$ cat config.mk
export PLATFORM = sky130hd
export DESIGN_NAME = preg_free_list
export DESIGN_NICKNAME = d
export VERILOG_FILES = /design/src/rtl/rename_pkg.sv /design/src/rtl/preg_bitmap.sv /design/src/rtl/preg_free_list.sv
export SDC_FILE = /design/constraint.sdc
export NUM_CORES = 1
export LEC_CHECK = 0
export BUFFER_PORTS_ARGS = -buffer_cell sky130_fd_sc_hd__clkbuf_2
export CAP_MARGIN = 40
export CORE_MARGIN = 1
export CORE_UTILIZATION = 53
export CTS_BUF_LIST = sky130_fd_sc_hd__clkbuf_4 sky130_fd_sc_hd__clkbuf_8
export CTS_CLUSTER_DIAMETER = 60
export DETAILED_ROUTE_END_ITERATION = 10
export HOLD_SLACK_MARGIN = 0.15
export PLACE_DENSITY = 0.74
export REMOVE_ABC_BUFFERS = 1
export SLEW_MARGIN = 0
export SYNTH_ARGS = -nofsm -noshare
export SYNTH_HDL_FRONTEND = slang
export SYNTH_SLANG_ARGS = --single-unit
$ cat constraint.sdc
create_clock -name clk -period 3.19 [get_ports clk]
set_input_delay 0.638 -clock clk [delete_from_list [all_inputs] [get_ports clk]]
set_output_delay 0.638 -clock clk [all_outputs]
set_load 0.05 [all_outputs]
$ cat src/rtl/rename_pkg.sv
// Rename-wide types and sizes shared by decode, rename and the preg free list.
package rename_pkg;
  localparam int NUM_PREGS = 64;
  localparam int NUM_AREGS = 32;
  localparam int PREG_W    = $clog2(NUM_PREGS);
  localparam int FL_DEPTH  = NUM_PREGS - NUM_AREGS;
  localparam int FL_PTR_W  = $clog2(FL_DEPTH);
  localparam int FL_CNT_W  = $clog2(FL_DEPTH + 1);

  typedef logic [PREG_W-1:0] preg_t;
endpackage

$ cat src/rtl/preg_bitmap.sv
// One bit per physical register marking tags currently held in the free list.
// A clear and a query on the same tag in one cycle sees the clear first.
module preg_bitmap
  import rename_pkg::*;
(
  input  logic  clk,
  input  logic  rst,
  input  logic  clr_en,
  input  preg_t clr_idx,
  input  logic  set_en,
  input  preg_t set_idx,
  input  preg_t query_idx,
  output logic  query_hit
);

  logic [NUM_PREGS-1:0] bits_q, bits_d;

  always_comb begin
    query_hit = bits_q[query_idx] && !(clr_en && (clr_idx == query_idx));
  end

  always_comb begin
    bits_d = bits_q;
    if (clr_en) bits_d[clr_idx] = 1'b0;
    if (set_en) bits_d[set_idx] = 1'b1;
  end

  always_ff @(posedge clk) begin
    if (rst) begin
      for (int i = 0; i < NUM_PREGS; i++)
        bits_q[i] <= (i >= NUM_AREGS);
    end else begin
      bits_q <= bits_d;
    end
  end

endmodule

$ cat src/rtl/preg_free_list.sv
// Circular free list of physical register tags for rename.
// FREELIST_DOUBLE_FREE_CHECK_EN adds a membership bitmap and err_double_free.
module preg_free_list
  import rename_pkg::*;
(
  input  logic                clk,
  input  logic                rst,
  input  logic                alloc_req,
  output logic                alloc_ok,
  output preg_t               alloc_preg,
  input  logic                free_valid,
  input  preg_t               free_preg,
  output logic                stall_out,
  output logic [FL_CNT_W-1:0] free_count,
  output logic                err_overflow
`ifdef FREELIST_DOUBLE_FREE_CHECK_EN
  ,
  output logic                err_double_free
`endif
);

  localparam logic [FL_CNT_W-1:0] CNT_FULL = FL_CNT_W'(FL_DEPTH);
  localparam logic [FL_PTR_W-1:0] PTR_LAST = FL_PTR_W'(FL_DEPTH - 1);

  preg_t               entries_q [FL_DEPTH];
  preg_t               entries_d [FL_DEPTH];
  logic [FL_PTR_W-1:0] head_q, head_d;
  logic [FL_PTR_W-1:0] tail_q, tail_d;
  logic [FL_CNT_W-1:0] count_q, count_d;
  logic                err_ovf_q, err_ovf_d;

  logic empty, full, free_nz, free_dup, free_acc;

  assign empty      = (count_q == '0);
  assign full       = (count_q == CNT_FULL);
  assign alloc_ok   = alloc_req && !empty;
  assign alloc_preg = entries_q[head_q];
  assign stall_out  = empty;
  assign free_count = count_q;
  assign err_overflow = err_ovf_q;
  assign free_nz    = free_valid && (free_preg != '0);
  assign free_acc   = free_nz && !full && !free_dup;

`ifdef FREELIST_DOUBLE_FREE_CHECK_EN
  logic err_dbl_q, err_dbl_d;
  logic in_list;

  preg_bitmap u_bitmap (
    .clk       (clk),
    .rst       (rst),
    .clr_en    (alloc_ok),
    .clr_idx   (alloc_preg),
    .set_en    (free_acc),
    .set_idx   (free_preg),
    .query_idx (free_preg),
    .query_hit (in_list)
  );

  assign free_dup        = in_list;
  assign err_double_free = err_dbl_q;

  always_comb begin
    err_dbl_d = err_dbl_q;
    if (free_nz && !full && in_list) err_dbl_d = 1'b1;
  end

  always_ff @(posedge clk) begin
    if (rst) err_dbl_q <= 1'b0;
    else     err_dbl_q <= err_dbl_d;
  end
`else
  assign free_dup = 1'b0;
`endif

  always_comb begin
    entries_d = entries_q;
    head_d    = head_q;
    tail_d    = tail_q;
    err_ovf_d = err_ovf_q;
    if (alloc_ok)
      head_d = (head_q == PTR_LAST) ? '0 : head_q + 1'b1;
    if (free_acc) begin
      entries_d[tail_q] = free_preg;
      tail_d = (tail_q == PTR_LAST) ? '0 : tail_q + 1'b1;
    end
    if (free_nz && full) err_ovf_d = 1'b1;
    count_d = count_q + FL_CNT_W'(free_acc) - FL_CNT_W'(alloc_ok);
  end

  always_ff @(posedge clk) begin
    if (rst) begin
      for (int i = 0; i < FL_DEPTH; i++)
        entries_q[i] <= preg_t'(NUM_AREGS + i);
      head_q    <= '0;
      tail_q    <= '0;
      count_q   <= CNT_FULL;
      err_ovf_q <= 1'b0;
    end else begin
      entries_q <= entries_d;
      head_q    <= head_d;
      tail_q    <= tail_d;
      count_q   <= count_d;
      err_ovf_q <= err_ovf_d;
    end
  end

endmodule

==> qor.txt <==
PwrDens: 615 nW/um2
Row count: 49
Relative slew slack: 46.5%
Via count: 7,608
Worst clock skew: 16.3 ps
Int Power: 0.00467 W
CTS Buf Count: 36
Pins Over Slew Limit: 0
I/O pin total: 25
Post-route ant nets: 0
CTS tree: built
Die area: 19,100 um2
H-tree levels: 2
Post-DP Area: 10,200 um2
Outcome: finished with violations
Hold Crit Class: input pin to flop
Worst Setup End Kind: output port
Ys async rst share: 0%
HPWL Detailed: 16.8 mm
Clk sinks: 209
Power Total: 0.00682 W
Clock power frac: 35.8%
RSZ-0062 raised after global routing: false
WP depth: 6
Total Routing Usage GR: 26.9%
Sw Ratio: 31.5%
Hold Path Cell Cnt: 3
Post-CTS Hold Fix Bufs: 0
Yosys reg bits: 209
Worst Path Required: 2550 ps
Routed wire length: 25.5 mm
VDD IR-drop max: 580 uV
DRT iter0 DRCs: 607
Post-synth top flop: dfxtp_1
Tcrit/Tclk final: 99.1%
Post-route minimum period: 3160 ps
Share of the synthesized area in the top cell type: 42.5%
Vias in the first global route: 7,453
CP max-delay cell: mux4_2
Fin area: 11,100 um2
Reg2Reg Depth: 14
Sw Pwr: 0.00215 W
Clk root buf: clkbuf_8
Yosys warnings: 0
Tightest Pin Transition: 802 ps
Cell variety after synth: 57
Crit path cell chain: buf_4 -> mux4_2 -> a22o_1 -> a211oi_1 -> a21oi_1 -> clkbuf_8
Clock Pin Slew Worst Setup and Hold Paths: 60 ps
Seq pwr share: 40.9%
Initial antenna violation count: 0
Crit Path Max Fanout: 8
Max Cap Violations: 0
Gate Count Post-Synth: 939
Post-synthesis sequential area ratio: 42.5%
Share of cells above drive strength 1: 24.0%
Mapped Area: 9830 um2
Drt pass-1 iters: 8
Initial Util: 54.4%
Largest net degree at the start of global routing: 75
Die Wd: 138 um
Insertion delay to the later sink of the worst-skew pair: 520 ps
Core Box Area: 18,100 um2
Violated checks: DRC
Port Buf Inserts: 24
Type of origin of the critical path: flop
GP Congestion: 0.832
Top cells by area, synth: dfxtp_1, mux2i_1, mux4_2
Crit-path leading delay family: compound AO/OA/AOI/OAI gates
Top-count cell post-synth: dfxtp_1
Vias/cell: 6.21
# DRC: 2
Worst Path Arrival: 2520 ps
EDFF count, synth: 0
CP peak stage delay: 490 ps
Die H: 138 um
First-pass GRT wire length: 40.5 mm
Fmax: 0.316 GHz
Area leader, netlist: dfxtp_1
WL/cell: 20.8 um
Buf/Inv on CP: 2
Max Root-Sink Buffers: 3
Leak: 4.74 nW
Endpoints failing setup: 0
Nets: 1,001
Layout area overhead: 12.8%
Critical path class: flop to output port
Final number of hold-violating endpoints: 0
Top post-synthesis cells by count: dfxtp_1, mux2i_1, nor2_1, nand2_1, clkbuf_1
Combinational power share: 23.2%
Avg Inst Size Synth: 10.5 um2
GRT overflow: 0
# diodes: 0
cell usage in the layout (no fill, tap or decap), types with 16 or more instances in the layout:
cell type | synthesis | routed
mux4_2 | 36 | 36
nand2_1 | 58 | 58
a31o_2 | 29 | 29
ha_1 | 16 | 16
nor4_1 | 35 | 35
nor2_1 | 134 | 133
clkbuf_8 | 0 | 47
buf_4 | 8 | 47
mux2i_1 | 186 | 186
clkbuf_2 | 0 | 18
dfxtp_1 | 209 | 207
layer usage:
metal | track usage, % | vias to the layer above | wire length [um] | share of wire, %
met5 | 0 | - | 0 | 0
met4 | 10.2 | 0 | 606 | 2.4
met3 | 5.20 | 51 | 1810 | 7.1
met2 | 42.2 | 291 | 12000 | 47
met1 | 37.0 | 3763 | 11200 | 44
li1 | - | 3503 | - | -
cell families (layout without fill, tap and decap cells):
| kind of cell | Yosys count | after routing | synth area share (%) |
|---|---|---|---|
| adders and majority gates | 17 | 17 | 2.24 |
| buffers and inverters | 87 | 144 | 3.96 |
| muxes | 222 | 222 | 27.2 |
| and+or+nand+nor | 295 | 295 | 15.3 |
| DFF | 209 | 209 | 42.5 |
| AOI/OAI and AO/OA | 106 | 106 | 8.51 |
| xor gates and xnor gates | 3 | 3 | 0.267 |
power groups by stage:
stage | clock network (W) | registers (W) | logic (W)
3_5_place_dp | 0 | 0.00287 | 0.00150
4_1_cts | 0.00249 | 0.00279 | 0.00157
2_1_floorplan | 0 | 0.00299 | 0.000899
5_1_grt | 0.00261 | 0.00280 | 0.00169
3_3_place_gp | 0 | 0.00287 | 0.00147
6_report | 0.00244 | 0.00279 | 0.00158
path summary, 6_finish.rpt:
kind | from | endpoint | slack [ps]
worst max register to register | free_count[3] | free_count[4] | 440
worst min-delay path | free_valid | err_overflow | 410
worst max-delay path | head_q[0] | alloc_preg[3] | 30
worst min register to register | entries_q[133] | entries_q[133] | 460
per-stage QoR:
stage	setup TNS [ps]	utilization, %	worst slack (ps)	hold slack, ps	cells
after floorplan	-31000	-	-1360	432	864
after global placement	0	56.6	212	442	1158
after detailed placement	0	56.6	209	447	1159
after CTS	0	61.1	1.06	403	1222
after global routing	0	61.3	4.47	426	1225
final	0	61.3	30.0	415	1225
registers in the layout, indices dropped and copies added, names as in the netlist:
register / cells
free_count: 6
tail_q: 5
entries_q: 192
head_q: 5
err_overflow: 1
area by class of cell:
cell class,count,area [um2]
clock buffers,56,702
clock inverters,4,20.0
fillers,1494,6990
inverters,12,45.0
multi-input cells,643,5310
flip-flops and latches,209,4190
well taps,229,287
repair buffers,72,544
worst min-delay path, stage by stage:
cell and delay, ps:
clkbuf_2 110, a31oi_1 70, nor2_1 70
timing repair:
item,CTS,global route
cloned,0,0
pin swaps,0,1
endpoints found under the hold margin,0,0
setup endpoints to repair,6,6
gates resized for setup,10,8
buffers inserted,3,3
(Power assumes the default switching activity.)
